File: config.mk
export PLATFORM = sky130hd
export DESIGN_NAME = interrupt_ack_sequencer
export DESIGN_NICKNAME = d
export VERILOG_FILES = /design/src/rtl/interrupt_ack_sequencer.sv
export SDC_FILE = /design/constraint.sdc
export NUM_CORES = 1
export LEC_CHECK = 0
export CAP_MARGIN = 20
export CORE_MARGIN = 2
export CORE_UTILIZATION = 51
export DETAILED_ROUTE_END_ITERATION = 12
export PLACE_DENSITY = 0.88
export SETUP_SLACK_MARGIN = 0.5
export SLEW_MARGIN = 20
export SYNTH_ARGS = -nofsm -noshare
export SYNTH_HDL_FRONTEND = slang
export SYNTH_SLANG_ARGS = --single-unit
File: constraint.sdc
create_clock -name CLK -period 3 [get_ports CLK]
set_input_delay 0.45 -clock CLK [delete_from_list [all_inputs] [get_ports CLK]]
set_output_delay 0.45 -clock CLK [all_outputs]
set_load 0.05 [all_outputs]
File: src/rtl/interrupt_ack_sequencer.sv
// Purpose : turns the priority resolver's INT/INT_VEC into the CPU INT line and runs the two-pulse INTA handshake.
// Latency : INT one cycle after INT_REQ; INTA-driven outputs one cycle after the SYNC_STAGES-th edge sampling INTA_N.
// Flow    : no backpressure; the CPU paces the sequence, an abandoned gap is dropped after GAP_TIMEOUT cycles.
//
// Ports:
//   CLK, RESET_N        clock, async active-low reset
//   INTA_N              CPU acknowledge (active low, asynchronous)
//   INT_REQ, INT_VEC    request and winning level from the priority resolver
//   ICW2_T, AEOI_MODE   vector base T7..T3 and automatic-EOI mode
//   INT                 interrupt request to the CPU
//   ACK_FIRST           1-cycle strobe: set ISR / clear IRR for the latched level
//   ACK_SECOND          1-cycle strobe on the second acknowledge
//   EOI_AUTO            1-cycle automatic-EOI strobe
//   SPURIOUS            high while the current sequence is spurious
//   D_OUT, D_OE         vector byte and data-bus output enable

module interrupt_ack_sequencer #(
  parameter int SYNC_STAGES = 2,
  parameter int GAP_TIMEOUT = 255
) (
  input  logic       CLK,
  input  logic       RESET_N,
  input  logic       INTA_N,
  input  logic       INT_REQ,
  input  logic [2:0] INT_VEC,
  input  logic [4:0] ICW2_T,
  input  logic       AEOI_MODE,
  output logic       INT,
  output logic       ACK_FIRST,
  output logic       ACK_SECOND,
  output logic       EOI_AUTO,
  output logic       SPURIOUS,
  output logic [7:0] D_OUT,
  output logic       D_OE
);

  // Counter wide enough to hold GAP_TIMEOUT itself; a disabled timeout
  // still needs a legal 1-bit vector.
  localparam int CNT_W = (GAP_TIMEOUT > 0) ? $clog2(GAP_TIMEOUT + 1) : 1;
  localparam logic [CNT_W-1:0] GAP_LIMIT = CNT_W'(GAP_TIMEOUT);

  typedef enum logic [2:0] {
    ST_IDLE,
    ST_REQ,
    ST_P1,
    ST_GAP,
    ST_P2
  } state_t;

  // ---------------------------------------------------------------
  // INTA_N synchronizer and edge detect
  // ---------------------------------------------------------------
  logic [SYNC_STAGES-1:0] inta_sync_q;
  logic                   inta_prev_q;
  logic                   inta_s;
  logic                   inta_fall;
  logic                   inta_rise;

  // Flops reset to 1 so a released reset never looks like an INTA fall.
  always_ff @(posedge CLK or negedge RESET_N) begin
    if (!RESET_N) begin
      inta_sync_q <= '1;
      inta_prev_q <= 1'b1;
    end else begin
      inta_sync_q <= {inta_sync_q[SYNC_STAGES-2:0], INTA_N};
      inta_prev_q <= inta_sync_q[SYNC_STAGES-1];
    end
  end

  // Edges are decoded combinationally from the last sync stage so the FSM
  // acts on the edge that brings the new level out of the chain (edge k+N).
  assign inta_s    = inta_sync_q[SYNC_STAGES-1];
  assign inta_fall =  inta_prev_q & ~inta_s;
  assign inta_rise = ~inta_prev_q &  inta_s;

  // ---------------------------------------------------------------
  // Gap counter next-state
  // ---------------------------------------------------------------
  logic [CNT_W-1:0] gap_cnt_q;
  logic [CNT_W-1:0] gap_cnt_d;
  logic             gap_expired;

  always_comb begin
    gap_cnt_d   = gap_cnt_q + CNT_W'(1);
    // gap_cnt_d counts cycles spent in GAP, so equality lands exactly
    // GAP_TIMEOUT edges after the entry edge.
    gap_expired = (GAP_TIMEOUT != 0) && (gap_cnt_d == GAP_LIMIT);
  end

  // ---------------------------------------------------------------
  // Sequencer FSM with registered outputs
  // ---------------------------------------------------------------
  state_t     state_q;
  logic [7:0] vec_q;
  logic       int_q;
  logic       ack_first_q;
  logic       ack_second_q;
  logic       eoi_auto_q;
  logic       spurious_q;
  logic [7:0] d_out_q;
  logic       d_oe_q;

  always_ff @(posedge CLK or negedge RESET_N) begin
    if (!RESET_N) begin
      state_q      <= ST_IDLE;
      vec_q        <= 8'h00;
      gap_cnt_q    <= '0;
      int_q        <= 1'b0;
      ack_first_q  <= 1'b0;
      ack_second_q <= 1'b0;
      eoi_auto_q   <= 1'b0;
      spurious_q   <= 1'b0;
      d_out_q      <= 8'h00;
      d_oe_q       <= 1'b0;
    end else begin
      // Strobes are one cycle wide unless re-asserted below.
      ack_first_q  <= 1'b0;
      ack_second_q <= 1'b0;
      eoi_auto_q   <= 1'b0;

      unique case (state_q)
        ST_IDLE: begin
          if (inta_fall) begin
            // Acknowledge without a request: run the handshake as spurious
            // so the CPU still gets the default vector (level 7).
            state_q    <= ST_P1;
            vec_q      <= {ICW2_T, 3'b111};
            spurious_q <= 1'b1;
          end else if (INT_REQ) begin
            state_q <= ST_REQ;
            int_q   <= 1'b1;
          end
        end

        ST_REQ: begin
          // INT stays up even if INT_REQ drops; the INTA cycle that the CPU
          // has already committed to resolves the request as spurious.
          if (inta_fall) begin
            state_q <= ST_P1;
            int_q   <= 1'b0;
            if (INT_REQ) begin
              vec_q       <= {ICW2_T, INT_VEC};
              ack_first_q <= 1'b1;
            end else begin
              vec_q      <= {ICW2_T, 3'b111};
              spurious_q <= 1'b1;
            end
          end
        end

        ST_P1: begin
          // Bus floats during the first pulse.
          d_oe_q <= 1'b0;
          if (inta_rise) begin
            state_q   <= ST_GAP;
            gap_cnt_q <= '0;
          end
        end

        ST_GAP: begin
          gap_cnt_q <= gap_cnt_d;
          if (inta_fall) begin
            state_q      <= ST_P2;
            d_oe_q       <= 1'b1;
            d_out_q      <= vec_q;
            ack_second_q <= 1'b1;
          end else if (gap_expired) begin
            // Abandoned sequence: ISR stays set in the resolver and waits
            // for a software EOI, so no further strobes here.
            state_q    <= ST_IDLE;
            spurious_q <= 1'b0;
          end
        end

        ST_P2: begin
          if (inta_rise) begin
            state_q    <= ST_IDLE;
            d_oe_q     <= 1'b0;
            spurious_q <= 1'b0;
            // AEOI_MODE is only looked at here, at the end of the sequence.
            eoi_auto_q <= AEOI_MODE & ~spurious_q;
          end
        end

        default: begin
          state_q    <= ST_IDLE;
          int_q      <= 1'b0;
          d_oe_q     <= 1'b0;
          spurious_q <= 1'b0;
        end
      endcase
    end
  end

  assign INT        = int_q;
  assign ACK_FIRST  = ack_first_q;
  assign ACK_SECOND = ack_second_q;
  assign EOI_AUTO   = eoi_auto_q;
  assign SPURIOUS   = spurious_q;
  assign D_OUT      = d_out_q;
  assign D_OE       = d_oe_q;

endmodule

==> results of run 1 <==
## flip-flops by register name, indices dropped and copies added (netlist names)
| name | count |
|---|---|
| ACK_FIRST | 1 |
| ACK_SECOND | 1 |
| D_OE | 1 |
| D_OUT | 8 |
| EOI_AUTO | 1 |
| INT | 1 |
| SPURIOUS | 1 |
| gap_cnt_q | 8 |
| inta_prev_q | 1 |
| inta_sync_q | 2 |
| state_q | 3 |
| vec_q | 8 |
## path summary, 6_finish.rpt
| kind | start | endpoint | slack, ps | cells after the start |
|---|---|---|---|---|
| setup / recovery | state_q[1]$_DFFE_PN0P_ | D_OUT[1]$_DFFE_PN0P_ | 900 | 4 |
| hold / removal | inta_sync_q[0]$_DFF_PN1_ | inta_sync_q[1]$_DFF_PN1_ | 370 | 0 |
| setup reg to reg | state_q[1]$_DFFE_PN0P_ | D_OUT[1]$_DFFE_PN0P_ | 900 | 4 |
| hold reg to reg | inta_sync_q[0]$_DFF_PN1_ | inta_sync_q[1]$_DFF_PN1_ | 370 | 0 |
| max in group asynchronous | RESET_N | inta_prev_q$_DFF_PN1_ | 2140 | 2 |
| min in group asynchronous | RESET_N | D_OUT[0]$_DFFE_PN0P_ | 510 | 2 |
## synth_stat cells
| cell | count |
|---|---|
| o21ai_1 | 3 |
| o22ai_1 | 2 |
| clkbuf_1 | 3 |
| a21oi_1 | 8 |
| or4b_1 | 1 |
| nand3_1 | 4 |
| nand2_1 | 21 |
| o31ai_1 | 3 |
| mux2i_1 | 1 |
| nand3b_1 | 1 |
| nor3_1 | 4 |
| or3_1 | 2 |
| and3_1 | 1 |
| a21boi_0 | 1 |
| mux2_2 | 13 |
| buf_2 | 2 |
| a32oi_1 | 1 |
| o21ai_0 | 12 |
| nor4_1 | 1 |
| nor2_1 | 13 |
| and3b_1 | 1 |
| and4b_1 | 1 |
| dfstp_2 | 3 |
| nand2b_1 | 1 |
| nand4_1 | 1 |
| a311oi_1 | 1 |
| o32ai_1 | 1 |
| xnor2_1 | 1 |
| o21bai_1 | 1 |
| nor2b_1 | 4 |
| xor2_1 | 1 |
| nor2_2 | 1 |
| a31oi_1 | 2 |
| dfrtp_1 | 33 |
| ha_1 | 2 |
| a21o_1 | 3 |
| inv_1 | 6 |
## per-layer routing
metal	track usage, %	share of wire, %
met3	6.61	5.5
met2	35.6	50
met1	27.4	44
met5	0	0
met4	8.39	1.0
## worst reg2reg max path: stages (launching register included)
cell	delay, ps
dfrtp_1	630
nor2b_1	260
nand2_1	240
nor2_2	460
mux2_2	400
## stage by stage
step / hold slack, ps / setup slack [ps] / area (µm²) / utilization (%)
after floorplan: 154 / 1200 / 1650 / -
after global placement: 347 / 978 / 1960 / 64.1
after detailed placement: 355 / 957 / 1960 / 64.1
after CTS: 371 / 916 / 2040 / 66.7
after global routing: 378 / 754 / 2040 / 66.7
final: 369 / 896 / 2040 / 66.7
## kinds of logic after synthesis
kind of cell / after synthesis
compound gates: 38
xor+xnor: 2
fa+ha+maj: 2
buf+inv: 11
flops: 36
mux: 14
simple gates: 57
## power groups by stage
stage | Clock [mW] | Combinational (mW) | Sequential, mW
3_3_place_gp | 0 | 0.811 | 0.792
6_report | 0.346 | 0.840 | 0.809
2_1_floorplan | 0 | 0.374 | 0.993
3_5_place_dp | 0 | 0.840 | 0.810
4_1_cts | 0.351 | 0.844 | 0.802
5_1_grt | 0.374 | 0.900 | 0.830
## cell type report
class	count	share of cell area, %
tap	44	2.70
inverter	6	1.11
clock inverter	3	2.09
timing repair buffer	28	13.5
clock buffer	5	1.84
sequential	36	44.4
multi-input combinational	113	34.3
==> reports/qor.txt, run 1 <==
CTS-repair resized insts -> 0
total power -> 1.99 mW
Routed Antenna Nets -> 0
ANT cells -> 0
routed wire length -> 3580 µm
Critical-path top delay cell -> dfrtp_1
final worst path period share -> 70.1%
die extent in x -> 60.8 µm
Final #Nets -> 205
maximum vdd ir drop -> 0.000542 V
gpl congestion -> 0.914
Multi-input gate area -> 698 µm²
first-pass GRT wire length -> 5860 µm
root buf cell -> clkbuf_4
CP Cell Sequence -> nor2b_1, nand2_1, nor2_2, mux2_2
crit path capture type -> register
IO Port Bufs -> 26
register area -> 905 µm²
Via-to-Cell Ratio -> 5.50
area delta synth->final -> 23.6%
xor/xnor share of the synthesized area -> 1.06%
Seq pwr share -> 40.5%
commonest non-fill, non-tap cell in the layout -> dfrtp_1
Slew Limit Fails -> 0
Reg clk slew, reported paths -> 120 ps
Power per Cell Area -> 980 mW/mm²
Buf/Inv on CP -> 0
fmax -> 475 MHz
Yosys reg bits -> 36
Max Clock Skew -> 13.9 ps
Cell Int Power -> 1.14 mW
Cells after Synth -> 160
yosys warns -> 0
Req. time, crit path -> 3240 ps
clk buf depth -> 2
Adder-Cell Fraction of Synth Area -> 1.52%
CP max FO -> 15
TritonCTS clock tree -> built
initial DRC count -> 62
DRC -> 0
# setup viols final -> 0
chip height -> 60.8 µm
Die ar. -> 0.00370 mm²
drt pass-1 iters -> 4
Core Rows -> 20
Hold Fails Final Rpt -> 0
non-filler instance count after layout -> 235
mapped cell area -> 0.00165 mm²
fill count -> 230
Inst Count DP -> 227
fin crit period -> 2100 ps
CTS Buf Count -> 5
most frequent cells in the layout -> 33 x dfrtp_1, 26 x clkdlybuf4s50_1, 21 x nand2_1
Post-Syn Nets -> 175
Worst Hold Class -> register to register
relative slew slack -> 61.7%
cts hold-fix bufs -> 0
area leader, netlist -> dfrtp_1
Synth cell types -> 37
Clock Power Share -> 17.3%
status -> finished clean
Sw Ratio -> 42.7%
setup tns final -> 0 ps
layout cell share with drive strength beyond 1 -> 14.1%
vias in the first global route -> 1,286
startpoint types -> register
Worst path top cell family by delay -> simple AND/OR/NAND/NOR gates
starting density of the core -> 53.9%
worst skew pair latency -> 350 ps
total global-route track usage -> 21.8%
register area share after synthesis -> 54.9%
Area contributors post-synth -> dfrtp_1 50%, mux2_2 8.9%, dfstp_2 4.8%, nand2_1 4.8%, o21ai_0 3.6%
H-tree depth -> 2
post-synthesis mux area share -> 9.50%
largest net degree at the start of global routing -> 37
largest family of logic cells by synthesized area -> simple AND/OR/NAND/NOR gates
Vias -> 1,292
antenna violations before repair -> 0
crit path DAT -> 2340 ps
CTS sink cnt -> 36
leakage -> 0.845 nW
post-synth top area share -> 50.2%
wire per inst -> 15.2 µm
Avg Cell Area, Syn -> 10.3 µm²
post-synthesis compound-gate area fraction -> 13.8%
Least-Margin Pin Slew -> 571 ps
Max Cap Violations -> 0
GRT overflow -> 0
post-CTS setup buffer count -> 0
RSZ-0062 raised after global routing -> false
core area -> 0.00305 mm²
net switching power -> 0.851 mW
Gate power share -> 42.1%
Crit Path Class -> register to register
Max stage delay on crit path -> 630 ps
Synth Area in Simple Gates -> 16.6%
DP HPWL -> 2530 µm
num ports -> 27
(Power assumes the default switching activity.)
==> run 2: changes to the inputs <==
==> constraint.sdc (replaced) <==
create_clock -name CLK -period 2.13 [get_ports CLK]
set_input_delay 0.3195 -clock CLK [delete_from_list [all_inputs] [get_ports CLK]]
set_output_delay 0.3195 -clock CLK [all_outputs]
set_load 0.05 [all_outputs]
==> run 2 against run 1 <==
Critical path depth up 1; die area unchanged; final area up 6.0%; non-clock buffer count up 9; first-iteration DRC count up 53%; routed wire length up 8.2%; setup slack worse by 560 ps; sequential share of layout area down 2.3 points; largest cell class unchanged; combinational power up 57%; power up 46%; via count up 8.0%; clock power up 42%.
==> reports/qor.txt, run 2 (synthesis gave the netlist of run 1 again) <==
CTS sink cnt -> 36
Max Clock Skew -> 9.72 ps
CP max FO -> 6
DP HPWL -> 2530 µm
setup tns final -> 0 ps
Max Cap Violations -> 0
Power per Cell Area -> 1350 mW/mm²
area delta synth->final -> 31.0%
largest net degree at the start of global routing -> 37
Slew Limit Fails -> 0
crit path DAT -> 2040 ps
GRT overflow -> 0
Core Rows -> 20
fin util -> 70.7%
antenna violations before repair -> 0
chip height -> 60.8 µm
Inst Count DP -> 230
Via-to-Cell Ratio -> 5.72
IO Port Bufs -> 26
Reg clk slew, reported paths -> 120 ps
Hold Fails Final Rpt -> 0
RSZ-0062 raised after global routing -> true
register area -> 910 µm²
ANT cells -> 0
H-tree depth -> 2
TritonCTS clock tree -> built
routed wire length -> 3870 µm
final hold slack -> 350 ps
root buf cell -> clkbuf_4
num ports -> 27
non-filler instance count after layout -> 244
most frequent cells in the layout -> 29 x dfrtp_1, 21 x nand2_1, 13 x mux2_2, 13 x nor2_1
Worst R2R Setup Slack -> 340 ps
Req. time, crit path -> 2380 ps
fmax -> 559 MHz
wire per inst -> 15.9 µm
Vias -> 1,395
die extent in x -> 60.8 µm
commonest non-fill, non-tap cell in the layout -> dfrtp_1
drt pass-1 iters -> 4
leakage -> 0.920 nW
clk buf depth -> 2
Routed Antenna Nets -> 0
cts hold-fix bufs -> 0
core area -> 0.00305 mm²
layout cell share with drive strength beyond 1 -> 26.5%
relative slew slack -> 62.2%
# setup viols final -> 0
first-pass GRT wire length -> 6190 µm
initial DRC count -> 95
crit path capture type -> register
Multi-input gate area -> 764 µm²
fin crit period -> 1790 ps
total global-route track usage -> 23.6%
Worst Hold Class -> input pin to async pin
Crit Path Class -> register to register
gpl congestion -> 0.931
status -> finished clean
startpoint types -> register
fill count -> 229
maximum vdd ir drop -> 0.000797 V
Final #Nets -> 214
total power -> 2.92 mW
worst skew pair latency -> 360 ps
starting density of the core -> 53.9%
CTS Buf Count -> 5
Die ar. -> 0.00370 mm²
final worst path period share -> 84.0%
DRC -> 0
Least-Margin Pin Slew -> 563 ps
vias in the first global route -> 1,318
run 2: cell types whose count changed in the layout (fill, tap and decap cells not counted), moves of 2 or more:
| cell | delta |
|---|---|
| clkdlybuf4s50_1 | -14 |
| dlygate4sd2_1 | +9 |
| buf_4 | +8 |
| dfrtp_1 | -4 |
| dfrtp_2 | +4 |
| clkdlybuf4s15_1 | +3 |
| clkbuf_2 | +2 |
| nor3_1 | -2 |
| o21ai_1 | -2 |
| o21ai_2 | +2 |
run 2: worst paths after layout:
| kind | startpoint | end | cells after the start |
|---|---|---|---|
| max in group asynchronous | RESET_N | gap_cnt_q[0]$_DFFE_PN0P_ | 2 |
| max | gap_cnt_q[1]$_DFFE_PN0P_ | state_q[1]$_DFFE_PN0P_ | 5 |
| min reg2reg | inta_sync_q[0]$_DFF_PN1_ | inta_sync_q[1]$_DFF_PN1_ | 0 |
| min | RESET_N | D_OUT[2]$_DFFE_PN0P_ | 2 |
| min in group CLK | INTA_N | inta_sync_q[0]$_DFF_PN1_ | 1 |
| max reg2reg | gap_cnt_q[1]$_DFFE_PN0P_ | state_q[1]$_DFFE_PN0P_ | 5 |
run 2: final cells by class:
cell class,count,area share [%]
Multi-Input combinational cell,113,35.4
Timing Repair Buffer,37,15.1
Tap cell,44,2.55
Inverter,6,1.04
Sequential cell,36,42.2
Clock buffer,5,1.74
Clock inverter,3,1.97
run 2: what timing repair did:
action	4_1_cts	5_1_grt
gates resized for setup	20	17
buffers inserted	4	2
pin swaps	1	5
endpoints found under the setup margin	30	18
run 2: per-layer routing:
metal | GRT usage [%] | routed length, µm | up-vias
li1 | - | - | 643
met1 | 28.2 | 1550 | 674
met2 | 38.7 | 1960 | 64
met3 | 5.54 | 232 | 14
met4 | 14.3 | 122 | 0
met5 | 0 | 0 | -
run 2: report_power, final:
group / internal, mW / total (mW) / switching (mW)
clock network: 0.244 / 0.492 / 0.248
registers: 0.913 / 1.10 / 0.191
logic: 0.489 / 1.32 / 0.833
run 2: per-stage QoR:
| step | instance area, µm² | worst slack [ps] |
|---|---|---|
| floorplan | 1660 | 472 |
| global placement | 1990 | 423 |
| detailed placement | 1990 | 370 |
| CTS | 2110 | 386 |
| global route | 2160 | 300 |
| finish | 2160 | 341 |
run 2: worst max-delay path, cell delays in order (launching register included):
cell,delay (ps)
dfrtp_2,470
ha_4,190
or4b_4,470
a32oi_1,190
and4b_2,300
o21ai_2,60
==> run 3: changes to the inputs <==
--- a/config.mk
+++ b/config.mk
@@ -7,9 +7,9 @@
 export LEC_CHECK = 0
 export CAP_MARGIN = 20
 export CORE_MARGIN = 2
-export CORE_UTILIZATION = 51
+export CORE_UTILIZATION = 47
 export DETAILED_ROUTE_END_ITERATION = 12
-export PLACE_DENSITY = 0.88
+export PLACE_DENSITY = 0.85
 export SETUP_SLACK_MARGIN = 0.5
 export SLEW_MARGIN = 20
 export SYNTH_ARGS = -nofsm -noshare
==> constraint.sdc (replaced) <==
create_clock -name CLK -period 1.5 [get_ports CLK]
set_input_delay 0.225 -clock CLK [delete_from_list [all_inputs] [get_ports CLK]]
set_output_delay 0.225 -clock CLK [all_outputs]
set_load 0.05 [all_outputs]
==> run 3 against run 2 <==
Cell count increased by 21%; setup slack lost 720 ps; the flow now finishes with violations (setup timing); register-to-register slack got worse by 720 ps; critical path type unchanged.
==> reports/qor.txt, run 3 (synthesis gave the netlist of run 1 again) <==
chip height -> 63.2 µm
Routed Antenna Nets -> 0
routed wire length -> 6910 µm
origin of the critical flop-to-flop path -> gap_cnt_q[1]$_DFFE_PN0P_
H-tree depth -> 2
Hold Fails Final Rpt -> 0
crit path capture type -> register
core area -> 0.00336 mm²
startpoint types -> register
RSZ-0062 raised after global routing -> true
path depth of the worst reg2reg path -> 5
layout cell share with drive strength beyond 1 -> 54.0%
Reg clk slew, reported paths -> 120 ps
num ports -> 27
first-pass GRT wire length -> 8860 µm
# setup viols final -> 22
final worst path period share -> 125%
fin area -> 0.00294 mm²
Max Clock Skew -> 10.1 ps
maximum vdd ir drop -> 0.00128 V
area delta synth->final -> 78.5%
CTS sink cnt -> 36
placed cell areas -> 0.00235 mm²
drt pass-1 iters -> 4
worst skew pair latency -> 360 ps
Worst Hold Class -> input pin to async pin
starting density of the core -> 49.0%
clk buf depth -> 2
total power -> 5.71 mW
Core Rows -> 21
die extent in x -> 63.2 µm
antenna violations before repair -> 0
RR Endpoint -> SPURIOUS$_DFFE_PN0P_
CP Cell Sequence -> and3_1, or4b_4, a32oi_2, and4b_1, o21ai_1
Buf/Inv on CP -> 0
leakage -> 1.33 nW
Crit Path Class -> register to register
Req. time, crit path -> 1730 ps
Slew Limit Fails -> 0
wire per inst -> 23.3 µm
Die ar. -> 0.00399 mm²
CTS Buf Count -> 5
DP HPWL -> 2890 µm
Power per Cell Area -> 1940 mW/mm²
Vias -> 1,785
commonest non-fill, non-tap cell in the layout -> buf_4
TritonCTS clock tree -> built
GRT overflow -> 0
Max Cap Violations -> 0
vias in the first global route -> 1,701
Final #Nets -> 264
Via-to-Cell Ratio -> 6.03
most frequent cells in the layout -> 35 x buf_4, 31 x buf_6, 27 x dfrtp_1
setup tns final -> -2880 ps
Final WS setup -> -380 ps
crit path launch -> gap_cnt_q[1]$_DFFE_PN0P_
CP max FO -> 3
Worst path top cell family by delay -> simple AND/OR/NAND/NOR gates
Max stage delay on crit path -> 480 ps
crit path DAT -> 2110 ps
largest net degree at the start of global routing -> 37
Worst R2R Setup Slack -> -380 ps
gpl congestion -> 0.963
failing checks -> setup timing
status -> finished with violations
relative slew slack -> 79.9%
ANT cells -> 0
total global-route track usage -> 29.7%
Critical-path top delay cell -> or4b_4
root buf cell -> clkbuf_4
initial DRC count -> 138
fmax -> 532 MHz
IO Port Bufs -> 26
DRC -> 0
fin crit period -> 1880 ps
Least-Margin Pin Slew -> 294 ps
run 3: cell count changes in the layout (fill, tap and decap cells not counted), sizes merged:
cell | previous run | this run
bufinv | 1 | 0
clkdlybuf4s15 | 3 | 0
clkinvlp | 1 | 0
buf | 11 | 74
dlygate4sd2 | 9 | 0
clkinv | 1 | 2
run 3: metrics by stage:
stage	util, %	cells	hold slack, ps	setup slack [ps]
3_5_place_dp	69.8	256	352	-288
3_3_place_gp	69.8	256	347	-201
6_report	87.4	296	236	-380
2_1_floorplan	-	160	-70.6	-158
4_1_cts	81.1	281	251	-261
5_1_grt	87.4	296	256	-429
run 3: routing by layer:
metal	global-route usage [%]	share of wire (%)	vias up
met1	32.9	36	881
met3	7.32	7.3	44
met4	11.1	5.8	0
met5	0	0	-
li1	-	-	738
met2	54.7	51	122
run 3: layout make-up:
type                            count  area (µm²)
Sequential cell                    36         912
Clock inverter                      2        10.0
Tap cell                           46        57.6
Clock buffer                        6        51.3
Multi-Input combinational cell    113         968
Inverter                            6        22.5
Fill cell                         154         424
Timing Repair Buffer               87         917
run 3: worst max-delay path by stage:
stage | endpoint | slack [ps] | cells past startpoint
after global routing | SPURIOUS$_DFFE_PN0P_ | -430 | 5
after floorplan | SPURIOUS$_DFFE_PN0P_ | -160 | 5
final | SPURIOUS$_DFFE_PN0P_ | -380 | 5
after detailed placement | SPURIOUS$_DFFE_PN0P_ | -290 | 5
after global placement | SPURIOUS$_DFFE_PN0P_ | -200 | 5
after CTS | state_q[1]$_DFFE_PN0P_ | -260 | 5
run 3: worst reg2reg max path: cells and delay by family, from the launching register on:
kind,cells,cell delay (ps)
AND/OR/NAND/NOR,3,1000
AO/OA/AOI/OAI,2,320
flip-flops,1,440
run 3: report_power, final:
part           switching, mW  leakage, nW  internal, mW
registers              0.393        0.425          1.30
clock network          0.346       0.0380         0.223
logic                   1.78        0.869          1.66
total                   2.52         1.33          3.19
run 3: repair_timing:
item / CTS / global route
hold buffers: 0 / 0
setup buffers: 16 / 15
endpoints found under the setup margin: 47 / 47
resized for setup: 46 / 24
pin swaps: 5 / 8
gates cloned: 1 / 0
